<file path="src/rtl/ir_fusion_pkg.sv">
// Shared types and helpers for the IR heading-fusion pipeline.
//   ir_fsm_t       : window FSM states (ACCUM collects samples, COMPUTE forms the correction)
//   NOM_IR_DEFAULT : IR reading seen when the robot is centred
//   sat_add        : clamps a sign-extended sum into a w-bit signed range and flags clamping
package ir_fusion_pkg;

  typedef enum logic [0:0] {
    ACCUM   = 1'b0,
    COMPUTE = 1'b1
  } ir_fsm_t;

  localparam logic [11:0] NOM_IR_DEFAULT = 12'h970;

  typedef struct packed {
    logic               sat;
    logic signed [31:0] val;
  } sat_res_t;

  // The caller passes its W+1-bit sum sign-extended to 32 bits. The result
  // always fits in w signed bits, so the caller may truncate val to w bits.
  function automatic sat_res_t sat_add(input logic signed [31:0] sum, input int w);
    logic signed [31:0] hi;
    logic signed [31:0] lo;
    sat_res_t r;
    hi    = (32'sd1 <<< (w - 1)) - 32'sd1;
    lo    = -(32'sd1 <<< (w - 1));
    r.sat = 1'b0;
    r.val = sum;
    if (sum > hi) begin
      r.val = hi;
      r.sat = 1'b1;
    end else if (sum < lo) begin
      r.val = lo;
      r.sat = 1'b1;
    end
    return r;
  endfunction

endpackage

</file>
<file path="src/rtl/ir_window_avg.sv">
// One side of the IR averaging window: sample accumulator plus sticky open flag.
//   clk, rst   : clock, asynchronous active-high reset
//   clr        : end of window; drop the sum (and take a coincident sample as the first of the next window)
//   load       : a new sample is present this cycle
//   sample     : unsigned IR reading
//   opn        : side-open flag for this sample
//   acc        : running sum of the window (W+AVG_LOG2 bits, cannot overflow)
//   opn_sticky : OR of all open flags seen in the window
module ir_window_avg
  import ir_fusion_pkg::*;
#(
  parameter int W        = 12,
  parameter int AVG_LOG2 = 2
) (
  input  logic                  clk,
  input  logic                  rst,
  input  logic                  clr,
  input  logic                  load,
  input  logic [W-1:0]          sample,
  input  logic                  opn,
  output logic [W+AVG_LOG2-1:0] acc,
  output logic                  opn_sticky
);

  localparam int AW = W + AVG_LOG2;

  always_ff @(posedge clk or posedge rst) begin
    if (rst) begin
      acc        <= '0;
      opn_sticky <= 1'b0;
    end else if (clr) begin
      // A sample arriving on the clearing cycle starts the next window.
      acc        <= load ? AW'(sample) : '0;
      opn_sticky <= load & opn;
    end else if (load) begin
      acc        <= acc + AW'(sample);
      opn_sticky <= opn_sticky | opn;
    end
  end

endmodule

</file>
<file path="src/rtl/ir_fusion_pipe.sv">
// Sequential IR heading fusion: averages left/right IR over 2^AVG_LOG2 samples,
// derives a centring error, forms a P+D correction and adds it (saturating)
// to the desired heading.
//   clk, rst          : clock, asynchronous active-high reset
//   IR_vld            : one-cycle strobe for a new sample pair
//   lft_IR, rght_IR   : unsigned IR readings
//   lft_opn, rght_opn : side-open flags (sticky over the window)
//   en_fusion         : apply the correction when high, else pass heading through
//   dsrd_hdng         : desired heading (signed)
//   dsrd_hdng_adj     : registered adjusted heading (signed)
//   adj_vld           : one-cycle pulse when dsrd_hdng_adj first carries a new correction
//   sat               : registered with dsrd_hdng_adj, high when the sum was clamped
//   dbg_state, dbg_cnt: window FSM state and sample count
// Handshake: IR_vld is a pure strobe with no back-pressure; every strobe is
// taken, including one landing in COMPUTE (it opens the next window).
module ir_fusion_pipe
  import ir_fusion_pkg::*;
#(
  parameter int             W        = 12,
  parameter logic [W-1:0]   NOM_IR   = W'(NOM_IR_DEFAULT),
  parameter int             AVG_LOG2 = 2,
  parameter int             P_SHFT   = 5,
  parameter int             D_SHFT   = 2
) (
  input  logic                clk,
  input  logic                rst,
  input  logic                IR_vld,
  input  logic [W-1:0]        lft_IR,
  input  logic [W-1:0]        rght_IR,
  input  logic                lft_opn,
  input  logic                rght_opn,
  input  logic                en_fusion,
  input  logic signed [W-1:0] dsrd_hdng,
  output logic signed [W-1:0] dsrd_hdng_adj,
  output logic                adj_vld,
  output logic                sat,
  output ir_fsm_t             dbg_state,
  output logic [AVG_LOG2-1:0] dbg_cnt
);

  localparam int AW = W + AVG_LOG2;

  ir_fsm_t             state;
  logic [AVG_LOG2-1:0] cnt;
  logic                in_compute;
  logic [AW-1:0]       lft_acc, rght_acc;
  logic                lft_opn_s, rght_opn_s;

  assign in_compute = (state == COMPUTE);
  assign dbg_state  = state;
  assign dbg_cnt    = cnt;

  ir_window_avg #(.W(W), .AVG_LOG2(AVG_LOG2)) u_lft (
    .clk(clk), .rst(rst), .clr(in_compute), .load(IR_vld),
    .sample(lft_IR), .opn(lft_opn), .acc(lft_acc), .opn_sticky(lft_opn_s)
  );

  ir_window_avg #(.W(W), .AVG_LOG2(AVG_LOG2)) u_rght (
    .clk(clk), .rst(rst), .clr(in_compute), .load(IR_vld),
    .sample(rght_IR), .opn(rght_opn), .acc(rght_acc), .opn_sticky(rght_opn_s)
  );

  // Window FSM. cnt wraps to 0 on the last sample of a window.
  always_ff @(posedge clk or posedge rst) begin
    if (rst) begin
      state <= ACCUM;
      cnt   <= '0;
    end else begin
      case (state)
        ACCUM: begin
          if (IR_vld) begin
            cnt <= cnt + AVG_LOG2'(1);
            if (&cnt) state <= COMPUTE;
          end
        end
        COMPUTE: begin
          cnt   <= IR_vld ? AVG_LOG2'(1) : '0;
          state <= ACCUM;
        end
        default: begin
          state <= ACCUM;
          cnt   <= '0;
        end
      endcase
    end
  end

  // Error and P+D correction, evaluated from the completed window sums.
  logic [W-1:0]        lft_avg, rght_avg;
  logic signed [W:0]   lft_ext, rght_ext, nom_ext, diff, err, p_term, err_prev;
  logic signed [W+1:0] err_x, prev_x, d_diff, d_term, p_x, corr_sum, corr_nxt, corr;

  always_comb begin
    lft_avg  = W'(lft_acc >> AVG_LOG2);
    rght_avg = W'(rght_acc >> AVG_LOG2);
    lft_ext  = {1'b0, lft_avg};
    rght_ext = {1'b0, rght_avg};
    nom_ext  = {1'b0, NOM_IR};
    diff     = lft_ext - rght_ext;
    case ({lft_opn_s, rght_opn_s})
      2'b11:   err = '0;
      2'b10:   err = nom_ext - rght_ext;
      2'b01:   err = lft_ext - nom_ext;
      default: err = diff >>> 1;
    endcase
    p_term   = err >>> P_SHFT;
    err_x    = {err[W], err};
    prev_x   = {err_prev[W], err_prev};
    d_diff   = err_x - prev_x;
    d_term   = d_diff >>> D_SHFT;
    p_x      = {p_term[W], p_term};
    corr_sum = p_x + d_term;
    corr_nxt = corr_sum >>> 1;
  end

  logic corr_upd;

  always_ff @(posedge clk or posedge rst) begin
    if (rst) begin
      corr     <= '0;
      err_prev <= '0;
      corr_upd <= 1'b0;
    end else begin
      corr_upd <= in_compute;
      if (in_compute) begin
        corr     <= corr_nxt;
        err_prev <= (lft_opn_s & rght_opn_s) ? '0 : err;
      end
    end
  end

  // Output stage: heading plus correction, clamped to W bits.
  logic signed [31:0] sum32;
  sat_res_t           sres;

  always_comb begin
    sum32 = 32'(dsrd_hdng) + 32'(corr);
    sres  = sat_add(sum32, W);
  end

  always_ff @(posedge clk or posedge rst) begin
    if (rst) begin
      dsrd_hdng_adj <= '0;
      sat           <= 1'b0;
      adj_vld       <= 1'b0;
    end else begin
      adj_vld <= corr_upd & en_fusion;
      if (en_fusion) begin
        dsrd_hdng_adj <= W'(sres.val);
        sat           <= sres.sat;
      end else begin
        dsrd_hdng_adj <= dsrd_hdng;
        sat           <= 1'b0;
      end
    end
  end

endmodule

</file>
<file path="config.mk">
export PLATFORM = sky130hd
export DESIGN_NAME = ir_fusion_pipe
export DESIGN_NICKNAME = d
export VERILOG_FILES = /design/src/rtl/ir_fusion_pkg.sv /design/src/rtl/ir_window_avg.sv /design/src/rtl/ir_fusion_pipe.sv
export SDC_FILE = /design/constraint.sdc
export NUM_CORES = 1
export LEC_CHECK = 0
export CAP_MARGIN = 20
export CORE_ASPECT_RATIO = 2
export CORE_MARGIN = 8
export CORE_UTILIZATION = 36
export CTS_BUF_LIST = sky130_fd_sc_hd__clkbuf_8 sky130_fd_sc_hd__clkbuf_16
export DETAILED_ROUTE_END_ITERATION = 7
export DONT_BUFFER_PORTS = 1
export PLACE_DENSITY = 0.61
export RECOVER_POWER = 50
export SKIP_CTS_REPAIR_TIMING = 1
export SLEW_MARGIN = 20
export SYNTH_ARGS = -nofsm -noshare
export SYNTH_HDL_FRONTEND = slang
export SYNTH_HIERARCHICAL = 1
export SYNTH_SLANG_ARGS = --single-unit
</file>
<file path="constraint.sdc">
create_clock -name clk -period 6.8 [get_ports clk]
set_input_delay 1.36 -clock clk [delete_from_list [all_inputs] [get_ports clk]]
set_output_delay 1.36 -clock clk [all_outputs]
set_load 0.03 [all_outputs]
</file>
Word-level counts from Yosys, hierarchy flattened
Index checks and enable logic that the tools add are counted.

storage, ports and cells
  bits of input ports = 42
  output and inout bits = 17
  bits in registers = 73

cells by class
  reduce and logical (&&, ||, !) cells = 2
  multiplexer cells = 22
  $lt $le $gt $ge = 2
  add/subtract/negate cells = 9
  eq/ne operators = 4
  bitwise gates (word level) = 7

operator list
  operator                                                                 count
  33-bit 2-to-1 mux                                                        2
  14-bit 2-to-1 mux                                                        4
  13-bit case mux with 3 select lines                                      1
  12-bit 2-to-1 mux                                                        3
  14-bit by 12-bit adder with 14-bit output                                2
  13-bit by 13-bit subtractor with 14-bit output                           1
  12-bit by 12-bit adder with 13-bit output                                1
  8-bit by 12-bit adder with 13-bit output                                 1
  13-bit by 12-bit > comparator with 1-bit output (second input constant)  1
  13-bit by 12-bit < comparator with 1-bit output (second input constant)  1
  13-bit 2-to-1 mux                                                        1
  12-bit by 12-bit subtractor with 13-bit output                           1
  12-bit by 12-bit subtractor with 13-bit output (first input constant)    1
  12-bit by 12-bit subtractor with 13-bit output (second input constant)   1
  1-bit 2-to-1 mux                                                         8
  1-bit bitwise AND                                                        4
  2-bit == test (second input constant)                                    2
  2-bit case mux with 2 select lines                                       1
  2-bit by 1-bit adder with 2-bit output (second input constant)           1
  2-bit by 1-bit == test with 1-bit output (second input constant)         1
  2-bit 2-to-1 mux                                                         1
  2-bit inequality test (second input constant)                            1
  1-bit OR                                                                 2
  1-bit case mux with 2 select lines                                       1
  3 further kinds                                                          3

Depth between registers and ports, before layout
Gate-level depths: netlist of run 1.

  word-level depth = 5
  mapped depth = 24

Hierarchy
The synthesis of run 1 kept the hierarchy.

by module, submodules not included
  module          area an instance (µm²)  sequential area each (µm²)  times used  cells each
  ir_fusion_pipe  4455.5                  1076.0                      1           533
  ir_window_avg   1232.4                  375.4                       2           129

Worst setup path after synthesis of run 1
Ideal clock, no wire load.

  kind = reg-to-reg
  from = register u_rght.acc[2]
  to = register corr[10]
  cell stages (with the launch flop) = 23
  clock period less this slack = 5.059 ns
  slack = 1.741 ns
  library setup time = 0.132 ns
  buffers on the path = 0
  data arrival time = 4.927 ns
  cells stage by stage = dfrtp_1 > nor2b_1 > fa_1 > nor2b_1 > o21ai_0 > nand2b_1 > xnor2_1 > o21ai_0 > a2bb2oi_1 > inv_1 > ha_1 > or3_1 > a2111o_1 > a311oi_4 > nor2_1 > a2111oi_1 > nor2_1 > ha_1 > and2_1 > a2111o_1 > a21oi_1 > nor4_1 > or3b_1

on the way
  cells in the longest elaborated chain, start to end = 4
  elaborated cells on any way between the ends = 5
  those cells by class = add/sub: 4; mux: 1

ends and longest elaborated chain
  element                                                            line                                         source
  start, declared                                                    ir_window_avg.sv:21                          output logic [W+AVG_LOG2-1:0] acc,
  start signal, assigned                                             ir_window_avg.sv:33                          acc <= load ? AW'(sample) : '0;
  start signal, assigned                                             ir_window_avg.sv:36                          acc <= acc + AW'(sample);
  12-bit by 12-bit subtractor with 13-bit output (on tied branches)  ir_fusion_pipe.sv:99, ir_fusion_pipe.sv:102
  13-bit case mux with 3 select lines *                              ir_fusion_pipe.sv:100                        case ({lft_opn_s, rght_opn_s})
  13-bit by 13-bit subtractor with 14-bit output                     ir_fusion_pipe.sv:109                        d_diff = err_x - prev_x;
  8-bit by 12-bit adder with 13-bit output *                         ir_fusion_pipe.sv:112                        corr_sum = p_x + d_term;
  end signal, assigned                                               ir_fusion_pipe.sv:126                        corr <= corr_nxt;
  end, declared                                                      ir_fusion_pipe.sv:91                         logic signed [W+1:0] err_x, prev_x, d_diff, d_term, p_x, corr_sum, corr_nxt, corr;

Mark *: on every way between the ends. The rest lies on a longest branch, timed or not.
A chain may end at the register's enable or synchronous reset.

Worst setup path after layout of run 1
  from = register u_rght.acc[3]
  to = register corr[10]

Same word-level chain as after synthesis.

==> results.toml, run 1 <==
[die]
start_util_pct = 36.2
ios = 59
num_rows = 72
die-area_um2 = 24200
dieWidth_um = 114
fp.dieH_um = 212
core_area_um2 = 19100

[route]
dr_total_vias = 5799
wirelength_um = 17200
via_per_inst = 5.53
drt_iter0_drc = 328
avgRoutedWirePerCell_um = 16.4
antenna_left = 0
drtPass1Iterations = 5
drc = 0

[job]
max-cap-violations = 2

[sta]
worst-slew-pin-transition_ns = 3.04
drv_slew = 103
timing.fmax_mhz = 181
period_needed_ns = 5.52
min_period_over_period_pct = 81.1
rsz0062_at_grt = "false"
skew_ns = 0.00856
finalSetupViolCount = 0
hold_viol = 0
max_slew_margin_pct = -103
setup_tns_ns = 0

[cts]
cts_sinks = 73
cts_buffers = 9
cts_tree = "done"
cts_htree_levels = 3
cts_root_buf = "clkbuf_16"
worstSkewPairLatency_ns = 0.35
clock_path_buffers = 2
path_clk_slew_ns = 0.06

[synth]
synth_area_um2 = 6920
async_flop_share_pct = 100
syn_nets = 911
synth_area_leaders = "dfrtp_1, ha_1, xnor2_1, a21oi_1, o21ai_0"
synth-main-ff-cell = "dfrtp_1"
ys_seq_area_share_pct = 26.4
synth_cells = 791
yosysTopAreaCellShare_pct = 26.4
avgSynthCellArea_um2 = 8.75
synth_cell_types = 76
synth_edf_count = 0
synth.largest_area_cell = "dfrtp_1"
yosysWarnings = 6
ys_ff_latch = 73

[finish]
diodes = 0
multi_input_area_um2 = 4770
final_net_count = 904
seq_area_um2 = 1830
syn2layout_area_growth_pct = 8.19
nFillCells = 1960
drive_gt1_share_pct = 7.98

[worst_hold_path]
hp-class = "register to register"

[global_routing]
grt_max_degree = 60
gr-usage-all-layers_pct = 14.7
gr-total-overflow = 0
grt_pass1_wl_um = 28500
antenna_found_initial = 0
grt_pass1_vias = 5754

[setup_path]
path_max_fanout = 7
reg2reg_slack_ns = 1.29
startpoint_type = "register"
worst-setup-path-type = "register to register"
required_ns = 7.02
crit_arrival_ns = 5.73
crit_path_end_kind = "register"

[placement]
port_buffers = 0
gp_congestion = 0.866
dp_hpwl_um = 13300

[status]
violations = "capacitance limit, slew limit"
status = "finished with violations"
routing by layer:
metal | wire, um | global-route usage (%) | vias up
li1 | - | - | 2883
met1 | 7320 | 16.5 | 2799
met2 | 8750 | 26.2 | 95
met3 | 764 | 3.04 | 22
met4 | 349 | 5.78 | 0
met5 | 0 | 0 | -
through the flow:
step | hold WS (ns) | setup slack [ns] | cell area [um^2] | std cells | utilization, %
after floorplan | 0.434 | 1.74 | 6920 | 791 | -
after global placement | 0.443 | 1.40 | 7170 | 1032 | 37.5
after detailed placement | 0.452 | 1.31 | 7170 | 1032 | 37.5
after CTS | 0.465 | 1.31 | 7490 | 1048 | 39.2
after global routing | 0.480 | 0.861 | 7490 | 1048 | 39.2
final | 0.459 | 1.29 | 7490 | 1048 | 39.2
synth_stat cells (5+ instances only):
cell type,count
a22o_1,5
a21oi_2,5
nand2_1,58
o21bai_1,8
a31oi_1,10
and3_1,8
xor2_1,25
o21ai_1,15
o22ai_1,12
o31ai_1,6
a211o_1,6
nand3_1,15
fa_1,5
o21ai_0,44
clkbuf_1,10
and2_1,9
mux2i_1,19
nand2b_1,8
mux2_2,16
inv_1,56
o21a_1,6
xnor2_1,37
a22oi_1,10
ha_1,73
nor2b_1,15
dfrtp_1,73
buf_2,8
a21o_1,24
a21oi_1,51
a21boi_0,9
nor3_1,16
nor2_1,48
flip-flops by register name, indices dropped and copies added, names as in the netlist:
signal / cells
dsrd_hdng_adj: 12
dbg_state: 1
corr: 12
err_prev: 13
dbg_cnt: 2
adj_vld: 1
u_rght/acc: 14
corr_upd: 1
u_lft/acc: 14
sat: 1
u_rght/opn_sticky: 1
u_lft/opn_sticky: 1
area by class of cell:
cell class | count | area share, %
Clock buffer | 9 | 3.01
Clock inverter | 7 | 1.29
Inverter | 58 | 2.92
Multi-Input combinational cell | 638 | 63.7
Sequential cell | 73 | 24.4
Tap cell | 259 | 4.33
Timing Repair Buffer | 4 | 0.351
path summary, 6_finish.rpt:
check,to,depth (start not counted),start
worst max-delay path,corr[10]$_DFFE_PP0P_,21,u_rght/acc[3]$_DFFE_PP0P_
worst min-delay path,adj_vld$_DFF_PP0_,1,corr_upd$_DFF_PP0_
worst max register to register,corr[10]$_DFFE_PP0P_,21,u_rght/acc[3]$_DFFE_PP0P_
worst min register to register,adj_vld$_DFF_PP0_,1,corr_upd$_DFF_PP0_
max in group asynchronous,dbg_state$_DFF_PP0_,1,rst
min in group asynchronous,u_lft/acc[5]$_DFFE_PP0P_,1,rst
cells by family (layout without fill, tap and decap cells):
family	after synthesis	count (layout)	synth area share [%]
DFF	73	73	26.4
adders and majority gates	78	78	14.6
buffers and inverters	80	78	4.70
muxes	35	35	5.35
and+or+nand+nor	205	205	14.8
AOI/OAI and AO/OA	258	258	26.3
xor gates and xnor gates	62	62	7.85
critical path: stages, from the launching register on:
cell and delay (ns):
dfrtp_1 0.49, inv_1 0.11, ha_1 0.29, inv_1 0.04, o21bai_1 0.13, a21oi_1 0.12
o21ai_0 0.52, a211o_1 0.20, a21oi_1 0.07, ha_1 0.19, or3_1 0.33, a2111o_1 0.47
a311oi_4 0.38, nor2_1 0.09, a2111oi_1 0.34, nor2_1 0.08, ha_1 0.36, and2_1 0.22
a2111o_1 0.36, a21oi_1 0.18, nor4_1 0.06, or3b_1 0.35
layout by cell type (no fill, tap or decap), drive strengths merged, types with 15 or more instances in the layout:
master / n
ha: 73
dfrtp: 73
o21ai: 59
nand2: 58
inv: 58
a21oi: 56
nor2: 48
xnor2: 37
xor2: 25
a21o: 24
mux2i: 19
nor3: 16
mux2: 16
nor2b: 15
nand3: 15
Power of run 1 is left out: the tool's default activity adds up to more than one toggle a clock period on the data nets, which glitch-free logic cannot reach.
==> run 2, diff against run 1 <==
clock period = 5.5 ns   (was 6.8 ns; I/O delays follow)
==> results.toml, run 2 (synthesis results as in run 1) <==
[status]
status = "finished with violations"
violations = "capacitance limit, slew limit"

[sta]
max_slew_margin_pct = -39.7
period_needed_ns = 5.21
setup_slack_ns = 0.290
worst-slew-pin-transition_ns = 2.08
setup_tns_ns = 0
min_period_over_period_pct = 94.7
finalSetupViolCount = 0
hold_viol = 0
skew_ns = 0.00712
drv_slew = 84
timing.fmax_mhz = 192

[cts]
cts_buffers = 9
cts_sinks = 73
cts_root_buf = "clkbuf_16"
cts_tree = "done"
path_clk_slew_ns = 0.06
clock_path_buffers = 2
cts_htree_levels = 3
worstSkewPairLatency_ns = 0.34

[route]
drt_iter0_drc = 255
routedLengthMet1_um = 7630
antenna_left = 0
via_per_inst = 5.58
drc = 0
met3WireLength_um = 892
wirelength_um = 18200
wl_met2_um = 9230
dr_total_vias = 5922
avgRoutedWirePerCell_um = 17.1
drtPass1Iterations = 5
top_layer = "met4"

[setup_path]
required_ns = 5.72
crit_path_frequent_cell = "ha_1"
worst-setup-path-type = "register to register"
crit_family = "compound AO/OA/AOI/OAI gates"
crit_chain = "inv_1, ha_1, inv_1, o21bai_1, a21oi_1, o21ai_1, a211o_1, a21oi_1, ha_1, or3_1, a2111o_1, a311oi_4, buf_4, nor2b_1, nor2_1, xnor2_1, ha_1, and2_1, a2111o_1, a21oi_2, nor4_1, or3b_1"
crit_path_end_kind = "register"
slowest_delay_ns = 0.48
crit_buf_inv = 3
path_max_fanout = 7
startpoint_type = "register"
crit_arrival_ns = 5.43
slowest_stage = "dfrtp_1"

[finish]
final_cell_mix = "ha_1, dfrtp_1, nand2_1"
largestRegisters = "u_lft/acc: 14 flops, u_rght/acc: 14 flops, err_prev: 13 flops"
seq_area_um2 = 1830
drive_gt1_share_pct = 10.3
stdcell_count = 1061
postLayoutCoreUtil_pct = 39.8
multi_input_area_um2 = 4800
syn2layout_area_growth_pct = 9.96
nFillCells = 1927
diodes = 0
final_net_count = 917

[placement]
dp_hpwl_um = 13900
dp.cells = 1040
port_buffers = 0
place_ws_ns = 0.0328
gp_congestion = 0.910

[global_routing]
gr-usage-all-layers_pct = 15.4
antenna_found_initial = 0
grt_pass1_wl_um = 29800
grt_pass1_vias = 5865
grt_max_degree = 44
gr-total-overflow = 0

[die]
ios = 59
start_util_pct = 36.2
dieWidth_um = 114
num_rows = 72
die-area_um2 = 24200
core_area_um2 = 19100
fp.dieH_um = 212

[job]
max-cap-violations = 2

[worst_hold_path]
hp-class = "register to register"
run 2: changes by cell type in the layout (fill, tap and decap cells not counted), sizes merged:
cell / previous run / this run
clkinv: 2 / 1
clkbuf: 10 / 13
bufinv: 2 / 1
buf: 3 / 16
inv: 58 / 57
run 2: layout make-up:
type                       count  area share [%]
inverter                      58            2.88
clock buffer                  12            3.50
multi-input combinational    638            63.1
clock inverter                 4           0.658
sequential                    73            24.0
timing repair buffer          17            1.63
tap                          259            4.26
run 2: path summary, 6_finish.rpt:
path                                      startpoint                     endpoint  cells after the start  slack [ns]
setup / recovery           u_rght/acc[3]$_DFFE_PP0P_         corr[10]$_DFFE_PP0P_                     22        0.29
hold / removal                    corr_upd$_DFF_PP0_            adj_vld$_DFF_PP0_                      1        0.45
setup reg to reg           u_rght/acc[3]$_DFFE_PP0P_         corr[10]$_DFFE_PP0P_                     22        0.29
hold reg to reg                   corr_upd$_DFF_PP0_            adj_vld$_DFF_PP0_                      1        0.45
max in group asynchronous                        rst  dsrd_hdng_adj[10]$_DFF_PP0_                      1        3.36
min in group asynchronous                        rst     u_lft/acc[5]$_DFFE_PP0P_                      1        0.71
run 2: routing by layer:
| metal | vias up | GRT usage [%] |
|---|---|---|
| li1 | 2914 | - |
| met1 | 2869 | 17.5 |
| met2 | 114 | 27.2 |
| met3 | 25 | 3.27 |
| met4 | 0 | 5.87 |
| met5 | - | 0 |
run 2: metrics by stage:
stage | hold WS, ns | cell area, um^2
6_report | 0.455 | 7610
2_1_floorplan | 0.434 | 6920
5_1_grt | 0.467 | 7610
4_1_cts | 0.458 | 7540
3_3_place_gp | 0.443 | 7230
3_5_place_dp | 0.442 | 7230
Power of run 2 is left out for the same reason.
==> run 3, diff against run 2 <==
PLACE_DENSITY = unset   (was 0.61)
PLACE_DENSITY_LB_ADDON = 0.12   (was unset)
==> results.toml, run 3 (synthesis results as in run 1) <==
[route]
dr_total_vias = 5797
drt_iter0_drc = 224
antenna_left = 0
avgRoutedWirePerCell_um = 17.1
via_per_inst = 5.45
drc = 0
drtPass1Iterations = 6
wirelength_um = 18200

[sta]
drv_slew = 78
max_slew_margin_pct = -71.4
hold_viol = 0
period_needed_ns = 5.15
skew_ns = 0.00836
min_period_over_period_pct = 93.7
worst-slew-pin-transition_ns = 2.57
finalSetupViolCount = 0
setup_tns_ns = 0
timing.fmax_mhz = 194
rsz0062_at_grt = "false"

[placement]
dp_hpwl_um = 14200
gp_congestion = 0.845
port_buffers = 0

[global_routing]
grt_pass1_vias = 5890
met2_usage_pct = 27.6
gr-usage-all-layers_pct = 16.0
grt_max_degree = 44
antenna_found_initial = 0
gr-total-overflow = 0
top_usage_layer = "met2"
grt_pass1_wl_um = 30400
grt_util_met1_pct = 18.6
grtUsageMet3_pct = 3.30

[job]
max-cap-violations = 2

[cts]
cts_htree_levels = 3
cts_sinks = 73
worstSkewPairLatency_ns = 0.36
cts_buffers = 9
path_clk_slew_ns = 0.06
cts_tree = "done"
cts_root_buf = "clkbuf_16"
clock_path_buffers = 2

[finish]
diodes = 0
final_net_count = 919
drive_gt1_share_pct = 10.2
nFillCells = 2011
mostFrequentLayoutCell = "ha_1"
seq_area_um2 = 1830
syn2layout_area_growth_pct = 10.7
multi_input_area_um2 = 4790
final_cell_mix = "ha_1, dfrtp_1, nand2_1"
largestRegisters = "u_lft/acc: 14 flops, u_rght/acc: 14 flops, err_prev: 13 flops"

[setup_path]
required_ns = 5.74
r2r_cells = 22
worst-setup-path-type = "register to register"
crit_arrival_ns = 5.39
startpoint_type = "register"
crit_path_end_kind = "register"
path_max_fanout = 5

[die]
ios = 59
num_rows = 72
start_util_pct = 36.2
fp.dieH_um = 212
dieWidth_um = 114
die-area_um2 = 24200
core_area_um2 = 19100

[worst_hold_path]
hold_depth = 1
hp-class = "register to register"

[status]
violations = "capacitance limit, slew limit"
status = "finished with violations"
[run 3: routing by layer]
metal | wire length [um] | up-vias | part of all wire, %
li1 | - | 2920 | -
met1 | 8070 | 2778 | 44
met3 | 590 | 21 | 3.2
met5 | 0 | - | 0
met4 | 437 | 0 | 2.4
met2 | 9110 | 78 | 50
[run 3: worst paths after layout]
| path | slack (ns) | end | startpoint |
|---|---|---|---|
| min reg2reg | 0.48 | adj_vld$_DFF_PP0_ | corr_upd$_DFF_PP0_ |
| max | 0.35 | corr[10]$_DFFE_PP0P_ | u_rght/acc[2]$_DFFE_PP0P_ |
| max reg2reg | 0.35 | corr[10]$_DFFE_PP0P_ | u_rght/acc[2]$_DFFE_PP0P_ |
| min in group asynchronous | 0.69 | u_rght/acc[1]$_DFFE_PP0P_ | rst |
| max in group asynchronous | 2.43 | adj_vld$_DFF_PP0_ | rst |
| min | 0.48 | adj_vld$_DFF_PP0_ | corr_upd$_DFF_PP0_ |
[run 3: final cells by class]
cell class                      instances  share of cell area (%)
Clock buffer                            9                    2.94
Clock inverter                          7                    1.85
Inverter                               58                    2.84
Multi-Input combinational cell        638                    62.5
Sequential cell                        73                    23.9
Tap cell                              259                    4.23
Timing Repair Buffer                   19                    1.76
[run 3: through the flow]
stage          util, %  std cells  instance area [um^2]  hold WS, ns  setup slack (ns)
6_report          40.1       1063                  7660        0.482             0.348
5_1_grt           40.1       1063                  7660        0.511           0.00386
4_1_cts           40.0       1061                  7630        0.497             0.162
3_5_place_dp      38.0       1045                  7270        0.483             0.175
3_3_place_gp      38.0       1045                  7270        0.482             0.263
2_1_floorplan        -        791                  6920        0.434             0.441
[run 3: worst max-delay path: stages, from the launching register on]
cell       delay, ns
dfrtp_1         0.37
nor2b_1         0.15
fa_1            0.39
nor2b_2         0.14
o21ai_0         0.08
nand2b_1        0.09
xnor2_1         0.10
o21ai_0         0.11
a2bb2oi_2       0.16
inv_1           0.06
ha_1            0.20
or3_1           0.37
a2111o_1        0.44
a311oi_4        0.40
xnor2_1         0.16
ha_1            0.29
nand4_1         0.16
nor2_1          0.05
a211o_1         0.32
a2111o_1        0.43
a21oi_2         0.14
nor4_1          0.06
or3b_1          0.35
Power of run 3 is left out for the same reason.
